`config.mk`:
```
export PLATFORM = sky130hd
export DESIGN_NAME = gpp_prog_loader
export DESIGN_NICKNAME = d
export VERILOG_FILES = /design/src/rtl/gpp_loader_pkg.sv /design/src/rtl/gpp_loader_csum.sv /design/src/rtl/gpp_prog_loader.sv
export SDC_FILE = /design/constraint.sdc
export NUM_CORES = 1
export LEC_CHECK = 0
export ABC_AREA = 0
export BUFFER_PORTS_ARGS = -buffer_cell sky130_fd_sc_hd__buf_4
export CAP_MARGIN = 10
export CORE_MARGIN = 5
export CORE_UTILIZATION = 59
export CTS_BUF_LIST = sky130_fd_sc_hd__clkbuf_4 sky130_fd_sc_hd__clkbuf_8
export DETAILED_ROUTE_END_ITERATION = 8
export PLACE_DENSITY = 0.84
export SYNTH_ARGS = -nofsm -noshare
export SYNTH_HDL_FRONTEND = slang
export SYNTH_SLANG_ARGS = --single-unit
```
`constraint.sdc`:
```
create_clock -name clk -period 2.8 [get_ports clk]
set_clock_uncertainty 0.2 [all_clocks]
set_input_delay 0.56 -clock clk [delete_from_list [all_inputs] [get_ports clk]]
set_output_delay 0.56 -clock clk [all_outputs]
set_load 0.02 [all_outputs]
```
`src/rtl/gpp_loader_pkg.sv`:
```
// Shared types for the gpp_calc boot loader: FSM states, default frame sync byte
// and the byte order used to assemble instruction words.
package gpp_loader_pkg;

   typedef enum logic [2:0] {
      IDLE, LEN_H, LEN_L, DATA_H, DATA_L, CSUM, RUN, ERROR
   } loader_state_e;

   localparam logic [7:0] SYNC_DEFAULT = 8'hA5;

   // Words and lengths travel big-endian: the first byte on the wire is the MSB.
   localparam bit HI_BYTE_FIRST = 1'b1;

   function automatic logic [15:0] make_word(input logic [7:0] first, input logic [7:0] second);
      return HI_BYTE_FIRST ? {first, second} : {second, first};
   endfunction

endpackage

```
`src/rtl/gpp_loader_csum.sv`:
```
// Running XOR of frame data bytes; cleared at frame start, folded on every data byte.
module gpp_loader_csum (
   input  logic       clk,
   input  logic       rst,
   input  logic       clr,
   input  logic       en,
   input  logic [7:0] din,
   output logic [7:0] acc
);

   always_ff @(posedge clk or negedge rst) begin
      if (!rst)     acc <= '0;
      else if (clr) acc <= '0;
      else if (en)  acc <= acc ^ din;
   end

endmodule

```
`src/rtl/gpp_prog_loader.sv`:
```
// Framed byte-stream program loader for gpp_calc: fills instruction memory from 0 and holds
// the core until a full image is in. Optional trailing checksum under GPP_LOADER_CHECKSUM_EN.
module gpp_prog_loader
   import gpp_loader_pkg::*;
#(
   parameter int         IM_AW = 10,
   parameter logic [7:0] SYNC  = SYNC_DEFAULT
) (
   input  logic             clk,
   input  logic             rst,
   input  logic [7:0]       rx_data,
   input  logic             rx_valid,
   output logic             rx_ready,
   output logic             im_wr_en,
   output logic [IM_AW-1:0] im_wr_addr,
   output logic [15:0]      im_wr_data,
   output logic             core_hold,
   output logic             done,
   output logic             err,
   output logic [IM_AW:0]   word_count
);

   localparam logic [16:0]    MAX_LEN = 17'd1 << IM_AW;
   localparam logic [IM_AW:0] WC_ONE  = 1;

   loader_state_e state, state_nxt;
   logic [7:0]  len_h, hi;
   logic [16:0] len_q, len_full;
   logic [IM_AW:0] wc_inc;
   logic take, start, wr, len_ok, last_word, csum_ok;

   assign take      = rx_valid & rx_ready;
   assign len_full  = {1'b0, len_h, rx_data};
   assign len_ok    = (len_full != '0) && (len_full <= MAX_LEN);
   assign wc_inc    = word_count + WC_ONE;
   assign last_word = (17'(wc_inc) == len_q);

`ifdef GPP_LOADER_CHECKSUM_EN
   localparam loader_state_e AFTER_LAST = CSUM;
   logic [7:0] csum;
   logic       data_byte;

   assign data_byte = take && (state == DATA_H || state == DATA_L);

   gpp_loader_csum u_csum (
      .clk (clk),
      .rst (rst),
      .clr (start),
      .en  (data_byte),
      .din (rx_data),
      .acc (csum)
   );

   assign csum_ok = (rx_data == csum);
`else
   localparam loader_state_e AFTER_LAST = RUN;
   assign csum_ok = 1'b1;
`endif

   always_comb begin
      state_nxt = state;
      start     = 1'b0;
      wr        = 1'b0;
      if (take) begin
         case (state)
            IDLE, RUN, ERROR: begin
               if (rx_data == SYNC) begin
                  state_nxt = LEN_H;
                  start     = 1'b1;
               end
            end
            LEN_H:  state_nxt = LEN_L;
            LEN_L:  state_nxt = len_ok ? DATA_H : ERROR;
            DATA_H: state_nxt = DATA_L;
            DATA_L: begin
               wr        = 1'b1;
               state_nxt = last_word ? AFTER_LAST : DATA_H;
            end
            CSUM:    state_nxt = csum_ok ? RUN : ERROR;
            default: state_nxt = IDLE;
         endcase
      end
   end

   always_ff @(posedge clk or negedge rst) begin
      if (!rst) begin
         state      <= IDLE;
         rx_ready   <= 1'b0;
         len_h      <= '0;
         len_q      <= '0;
         hi         <= '0;
         im_wr_en   <= 1'b0;
         im_wr_addr <= '0;
         im_wr_data <= '0;
         word_count <= '0;
      end else begin
         state    <= state_nxt;
         rx_ready <= 1'b1;
         im_wr_en <= wr;
         if (take && state == LEN_H)  len_h <= rx_data;
         if (take && state == LEN_L)  len_q <= len_full;
         if (take && state == DATA_H) hi    <= rx_data;
         // Address is the count of words already written, so a max frame ends on the top word.
         if (wr) begin
            im_wr_addr <= word_count[IM_AW-1:0];
            im_wr_data <= make_word(hi, rx_data);
            word_count <= wc_inc;
         end else if (start) begin
            im_wr_addr <= '0;
            word_count <= '0;
         end
      end
   end

   assign core_hold = (state != RUN);
   assign done      = (state == RUN);
   assign err       = (state == ERROR);

endmodule

```
==> run metrics, run 1 <==
run status=complete, no violations; min cycle time layout=2480 ps; Min-Delay Startpoint=rx_data[1]; average wire per cell in the routed design=17.6 µm; row count=27; power dissipated by switching net loads=470 µW; CORE AREA=0.00561 mm²; Max-Cap Viols=0; min-delay worst type=input port to register; instance area at placement=0.00392 mm²; via count of the first global-routing pass=2740; vias post-DR=2692; share of power burned in combinational logic=2.8%; worst r2r src=word_count[1]; post-DP HPWL=5.40 mm; VDD IR max=0.363 mV; worst-case reg-to-reg path depth=7; initial antenna violation count=0; mean instance size in the synthesized netlist=10.7 µm²; FF+latch count, synth=74; cells after synthesis=324; fraction of the mapped netlist area in adder cells=0.363%; library cell with the highest instance count after synthesis=dfrtp_1; maximum number of pins on one net before global-route repair=42; Detail Route Antenna Nets=0; Critical Path Fanout Max=7; synthesis-to-finish area growth=20.6%; clock power share=45.7%; Initial Utilization=61.5%; R2R setup slack=320 ps; clk_lat worst skew=360 ps; share of the synthesized area in the top cell type=53.7%; clock transition at the registers of the reported paths=90 ps; leakage power summed over all cells=0.00213 µW; number of enable-type register cells in the synthesized netlist=0; fin crit share=88.6%; Synth top cells by count=dfrtp_1 (74), nand2_1 (64), mux2_2 (31); dpl cells=437; Critical Setup Path Class=register to register; xor and xnor area share after synthesis=4.28%; width of the die=86.5 µm; ports placed on the boundary=53; capture point of the worst reg-to-reg path=state[0]; CTS buffer count=9; net count after synthesis=336; endpoint class of the critical path=register; global-route wire length before repair=13.8 mm; Sw Share=22.5%; dominant synthesized flop cell=dfrtp_1; post-synthesis compound-gate area fraction=11.7%; non-filler instance count after layout=454; Pint=1620 µW; largest area contributor in the netlist=dfrtp_1; hold-critical path depth=3; number of antenna diodes=0; last weighted congestion value of the routability-driven placer=0.898; final net count=389; maximum clock frequency=403 MHz; Filler Cells Inserted=411; master cell of the clock root buffer=clkbuf_8; async set or reset register ratio after synthesis=100%; full die area=0.00748 mm²; clock sink total=74; post-detailed-route DRC marker count=0; CP Cell Sequence=ha_1 > a21oi_1 > o32a_1 > o32ai_1 > a2111oi_0 > nand3_1 > o21a_1; Worst Tran Pin Value=541 ps; deepest clock path buffer count=2; worst endpoint required time=2850 ps; power per unit of standard cell area=501 mW/mm²; 1st-iter DRT viols=161; H-tree depth reported by CTS=3; mux cell area share after synthesis=10.1%; total routed wirelength=8.00 mm; setup repair after global routing missed its margin=false; total iterations of the first detailed-routing run=4; total design power=2090 µW; Hold Fails Final Rpt=0; fin. max-slew vios=0; count of synthesis-stage warnings from yosys=0; total overflow reported by the global router=0; Max stage delay on crit path=540 ps; Seq/Total Area, Yosys=53.7%; post-synth design cell area=0.00345 mm²; Tot GR Track Use=23.7%; sequential power share=51.5%; element type at the critical path start=register; final design instance area without fill=0.00416 mm²; die height=86.5 µm; synth unique cells=47; worst hold path endpoint=im_wr_data[1]; Max-slew headroom=63.0%; Post-Route Utilization=74.2%; number of vias per cell after detailed routing=5.93; accumulated negative setup slack=0 ps; clock tree from TritonCTS=built; cells taking the most area after synthesis=dfrtp_1 (54%), mux2_2 (10%), nand2_1 (7.0%), xnor2_1 (2.8%), a22o_1 (2.5%); layout cells sized above 1=30.1%; master of the slowest instance on the critical path=a2111oi_0; arrival time of the worst setup path=2530 ps; Port Buffers=52; post-synthesis simple-gate area fraction=16.6%; Setup Viol. Count Final=0; main combinational cell family by area after synthesis=simple AND/OR/NAND/NOR gates
[sequential cells by signal, summed over array words and instances, names as in the netlist]
signal and cells:
state 3, hi 8, rx_ready 1, im_wr_data 16, len_q 16, im_wr_addr 10, word_count 11, len_h 8
im_wr_en 1
[power groups by stage]
stage	combinational [µW]	sequential [µW]	clock, µW
6_report	58.4	1070	954
5_1_grt	66.0	1070	1000
4_1_cts	59.8	1070	963
3_5_place_dp	58.7	1090	0
3_3_place_gp	57.5	1090	0
2_1_floorplan	9.36	1090	0
[critical path, delay by kind of cell (launching register included)]
kind | cells | cell delay (ps)
and+or+nand+nor | 1 | 190
adders and majority gates | 1 | 320
AOI/OAI and AO/OA | 5 | 1200
DFF | 1 | 470
[cells in the final DEF, fill, tap and decap left out, types with 4 or more instances in the layout]
master | netlist | routed
xnor2_1 | 11 | 11
a22o_1 | 10 | 10
nand3_1 | 11 | 11
buf_4 | 2 | 58
inv_1 | 4 | 4
nor2b_1 | 5 | 5
nor2_1 | 13 | 13
clkbuf_8 | 0 | 9
a21oi_1 | 6 | 6
nand2_1 | 64 | 64
and2_1 | 6 | 6
mux2_2 | 31 | 31
and3_1 | 4 | 4
o31ai_1 | 4 | 4
xor2_1 | 4 | 4
dfrtp_1 | 74 | 74
o21ai_0 | 17 | 16
[cells by family after synthesis]
logic type,after synthesis
AO/OA/AOI/OAI,56
XOR/XNOR,16
adder cells (fa/ha/maj),1
buffers and inverters,23
flip-flops,74
multiplexers,31
other,1
AND/OR/NAND/NOR,122
[cell type report]
class	count	area [µm²]	area share (%)
clock buffer	10	131	3.16
clock inverter	6	98.8	2.37
inverter	4	15.0	0.361
multi-input combinational	227	1490	35.8
sequential	74	1850	44.5
tap	72	90.1	2.16
timing repair buffer	61	485	11.7
[worst max-delay path by stage]
stage,start,end
floorplan,word_count[0],state[0]
global placement,word_count[1],state[0]
detailed placement,word_count[1],state[0]
CTS,word_count[1],state[0]
global route,word_count[1],state[0]
finish,word_count[1],state[0]
[metal layers]
metal  part of all wire (%)  routed length [µm]  GRT usage, %  up-vias
met4                    2.0                 158          9.63        0
met3                    6.3                 504          5.23       18
li1                       -                   -             -     1237
met1                     43                3400          31.1     1335
met2                     49                3940          38.2      102
met5                      0                   0             0        -
[stage by stage]
stage | setup slack (ps) | hold WS (ps)
6_report | 320 | 235
5_1_grt | 146 | 245
4_1_cts | 348 | 224
3_5_place_dp | 414 | 262
3_3_place_gp | 522 | 242
2_1_floorplan | 476 | 64.4
[repair_timing]
item | in CTS | in global routing
setup endpoints to repair | 0 | 0
gates resized for setup | 0 | 0
setup buffers | 0 | 0
hold buffers | 1 | 0
hold endpoints to repair | 22 | 0
(Power assumes the default switching activity.)
==> run 2: changes to the inputs <==
--- a/config.mk
+++ b/config.mk
@@ -5,14 +5,15 @@
 export SDC_FILE = /design/constraint.sdc
 export NUM_CORES = 1
 export LEC_CHECK = 0
-export ABC_AREA = 0
+export ABC_AREA = 1
 export BUFFER_PORTS_ARGS = -buffer_cell sky130_fd_sc_hd__buf_4
 export CAP_MARGIN = 10
 export CORE_MARGIN = 5
-export CORE_UTILIZATION = 59
+export CORE_UTILIZATION = 58
 export CTS_BUF_LIST = sky130_fd_sc_hd__clkbuf_4 sky130_fd_sc_hd__clkbuf_8
 export DETAILED_ROUTE_END_ITERATION = 8
-export PLACE_DENSITY = 0.84
+export MAX_ROUTING_LAYER = met4
+export PLACE_DENSITY = 0.83
 export SYNTH_ARGS = -nofsm -noshare
 export SYNTH_HDL_FRONTEND = slang
 export SYNTH_SLANG_ARGS = --single-unit
==> run 2 against run 1 <==
Against the previous run: fmax increased by 16%; clock power decreased by 2.6%; final cell count increased by 21%; flip-flop and latch count unchanged; design area decreased by 2.4%; non-clock buffer count decreased by 5; largest cell class unchanged; synthesized cell count increased by 29%; largest power group is now combinational cells; combinational power increased to 34 times the previous value; sequential share of layout area increased by 1.1 points; critical path type unchanged; sequential power increased by 73%; routed wire length decreased by 1.5%.
==> run metrics, run 2 <==
FF+latch count, synth=74 (unchanged); total design power=4780 µW (was 2090 µW); Critical Path Fanout Max=7 (unchanged); Worst Tran Pin Value=893 ps (was 541 ps); fraction of the mapped netlist area in adder cells=0.371% (was 0.363%); post-DP HPWL=5.42 mm (was 5.40 mm); synth unique cells=24 (was 47); CP Cell Sequence=ha_1 > nand2_2 > inv_2 > nand3_1 > nand2_1 > nand2_1 > nand2_1 > nand3_1 > nor2_1 > nand3_1 > a21oi_1 > nor2_1 (was ha_1 > a21oi_1 > o32a_1 > o32ai_1 > a2111oi_0 > nand3_1 > o21a_1); clk_lat worst skew=340 ps (was 360 ps); CTS buffer count=9 (unchanged); arrival time of the worst setup path=2170 ps (was 2530 ps); non-filler instance count after layout=551 (was 454); xor and xnor area share after synthesis=0% (was 4.28%); via count of the first global-routing pass=3030 (was 2740); min-delay worst type=input port to asynchronous set/reset pin (was input port to register); Hold Fails Final Rpt=0 (unchanged); Port Buffers=52 (unchanged); most used cells in the layout excluding fill and tap cells=nand2_1 (130), dfrtp_1 (74), buf_4 (56), inv_1 (55), o21ai_0 (44) (was dfrtp_1 (74), nand2_1 (64), buf_4 (58), mux2_2 (31), o21ai_0 (16)); run status=complete, no violations (unchanged); fin crit share=76.0% (was 88.6%); post-synthesis compound-gate area fraction=10.7% (was 11.7%); worst slack at placement=591 ps (was 414 ps); hold bufs inserted after CTS=0 (was 1); CORE AREA=0.00557 mm² (was 0.00561 mm²); vias post-DR=2967 (was 2692); element type at the critical path start=register (unchanged); Max-slew headroom=40.5% (was 63.0%); PostCTS Resize Cnt=0 (unchanged); synthesis-to-finish area growth=20.3% (was 20.6%); Max-Cap Viols=0 (unchanged); most common library cell in the layout ignoring fill and taps=nand2_1 (was dfrtp_1); worst r2r src=word_count[0] (was word_count[1]); final net count=486 (was 389); die height=86.3 µm (was 86.5 µm); Critical Setup Path Class=register to register (unchanged); async set or reset register ratio after synthesis=100% (unchanged); accumulated negative setup slack=0 ps (unchanged); net count after synthesis=431 (was 336); total routed wirelength=7.88 mm (was 8.00 mm); Setup Viol. Count Final=0 (unchanged); VDD IR max=0.680 mV (was 0.363 mV); maximum number of pins on one net before global-route repair=75 (was 42); maximum clock frequency=470 MHz (was 403 MHz); global-route wire length before repair=13.9 mm (was 13.8 mm); number of vias per cell after detailed routing=5.38 (was 5.93); clock sink total=74 (unchanged); initial antenna violation count=0 (unchanged); min cycle time layout=2130 ps (was 2480 ps); cell family with most CP delay=simple AND/OR/NAND/NOR gates (was compound AO/OA/AOI/OAI gates); row count=27 (unchanged); leakage power summed over all cells=0.00217 µW (was 0.00213 µW); ports placed on the boundary=53 (unchanged); cells after synthesis=419 (was 324); clock transition at the registers of the reported paths=80 ps (was 90 ps); last weighted congestion value of the routability-driven placer=0.821 (was 0.898); total overflow reported by the global router=0 (unchanged); Seq/Total Area, Yosys=54.8% (was 53.7%); launching instance or port of the critical path=word_count[0] (was word_count[1]); total iterations of the first detailed-routing run=5 (was 4); master cell of the clock root buffer=clkbuf_8 (unchanged); mean instance size in the synthesized netlist=8.06 µm² (was 10.7 µm²); main combinational cell family by area after synthesis=simple AND/OR/NAND/NOR gates (unchanged); crit path buf inv count=1 (was 0); master of the slowest instance on the critical path=dfrtp_1 (was a2111oi_0); worst endpoint required time=2840 ps (was 2850 ps); Tot GR Track Use=24.4% (was 23.7%); post-synthesis simple-gate area fraction=26.2% (was 16.6%); endpoint class of the critical path=register (unchanged); dpl cells=535 (was 437); largest area contributor in the netlist=dfrtp_1 (unchanged); Synth top cells by count=nand2_1 (130), dfrtp_1 (74), inv_1 (55) (was dfrtp_1 (74), nand2_1 (64), mux2_2 (31)); width of the die=86.3 µm (was 86.5 µm); post-synth design cell area=0.00338 mm² (was 0.00345 mm²); share of the synthesized area in the top cell type=54.8% (was 53.7%); Initial Utilization=60.6% (was 61.5%); post-detailed-route DRC marker count=0 (unchanged); power per unit of standard cell area=1180 mW/mm² (was 501 mW/mm²); Detail Route Antenna Nets=0 (unchanged); cells taking the most area after synthesis=dfrtp_1 (55%), nand2_1 (14%), o21ai_0 (6.5%), inv_1 (6.1%), nand3_1 (5.0%) (was dfrtp_1 (54%), mux2_2 (10%), nand2_1 (7.0%), xnor2_1 (2.8%), a22o_1 (2.5%)); full die area=0.00745 mm² (was 0.00748 mm²); dominant synthesized flop cell=dfrtp_1 (unchanged); biggest registers after layout=im_wr_data: 16 flops, len_q: 16 flops, word_count: 11 flops (unchanged); post-CTS repair timing setup buffer count=0 (unchanged); H-tree depth reported by CTS=3 (unchanged); number of antenna diodes=0 (unchanged); count of synthesis-stage warnings from yosys=0 (unchanged); mux cell area share after synthesis=0% (was 10.1%); number of enable-type register cells in the synthesized netlist=0 (unchanged); Final Worst Setup Slack=671 ps (was 320 ps); deepest clock path buffer count=2 (unchanged); Max stage delay on crit path=500 ps (was 540 ps); layout cells sized above 1=16.7% (was 30.1%); average wire per cell in the routed design=14.3 µm (was 17.6 µm); clock tree from TritonCTS=built (unchanged); setup repair after global routing missed its margin=false (unchanged); library cell with the highest instance count after synthesis=nand2_1 (was dfrtp_1); 1st-iter DRT viols=115 (was 161); fin. max-slew vios=0 (unchanged)
## run 2: worst register-to-register path: stages (launching register included)
cell     delay (ps)
dfrtp_1         500
ha_1            250
nand2_2         120
inv_2           110
nand3_1         100
nand2_1         120
nand2_1          50
nand2_1          50
nand3_1          60
nor2_1          190
nand3_1         110
a21oi_1         140
nor2_1           50
## run 2: kinds of logic (layout without fill, tap and decap cells)
kind of cell,after synthesis,in the layout
other cells,1,1
simple gates,207,207
compound gates,67,67
buf+inv,69,129
flops,74,74
fa+ha+maj,1,1
## run 2: final timing paths
| check | slack (ps) | cells past startpoint | endpoint |
|---|---|---|---|
| worst max-delay path | 670 | 12 | state[0] |
| worst min-delay path | 140 | 1 | im_wr_addr[3] |
| worst max register to register | 670 | 12 | state[0] |
| worst min register to register | 280 | 2 | im_wr_data[15] |
| max in group asynchronous | 1680 | 1 | rx_ready |
| min in group clk | 280 | 2 | im_wr_data[15] |
## run 2: cell type report
type,instances,area [µm²]
well taps,72,90.1
multi-input cells,276,1260
repair buffers,56,420
inverters,57,214
flip-flops and latches,74,1850
clock buffers,10,138
clock inverters,6,88.8
fillers,440,1510
## run 2: layer usage
| layer | wire length, µm | track usage [%] |
|---|---|---|
| met1 | 3380 | 29.9 |
| met4 | 111 | 10.2 |
| met2 | 3960 | 40.2 |
| met3 | 425 | 4.18 |
| met5 | 0 | - |
## run 2: power breakdown
group | internal (µW) | total (µW) | switching (µW)
registers | 1490 | 1850 | 355
clock network | 527 | 929 | 402
logic | 756 | 2000 | 1250
total | 2780 | 4780 | 2000
## run 2: through the flow
step	cell area [µm²]	utilization (%)	hold slack, ps
3_5_place_dp	3840	68.8	259
6_report	4060	72.9	140
5_1_grt	4060	72.9	211
3_3_place_gp	3840	68.8	253
4_1_cts	4060	72.9	169
2_1_floorplan	3380	-	64.4
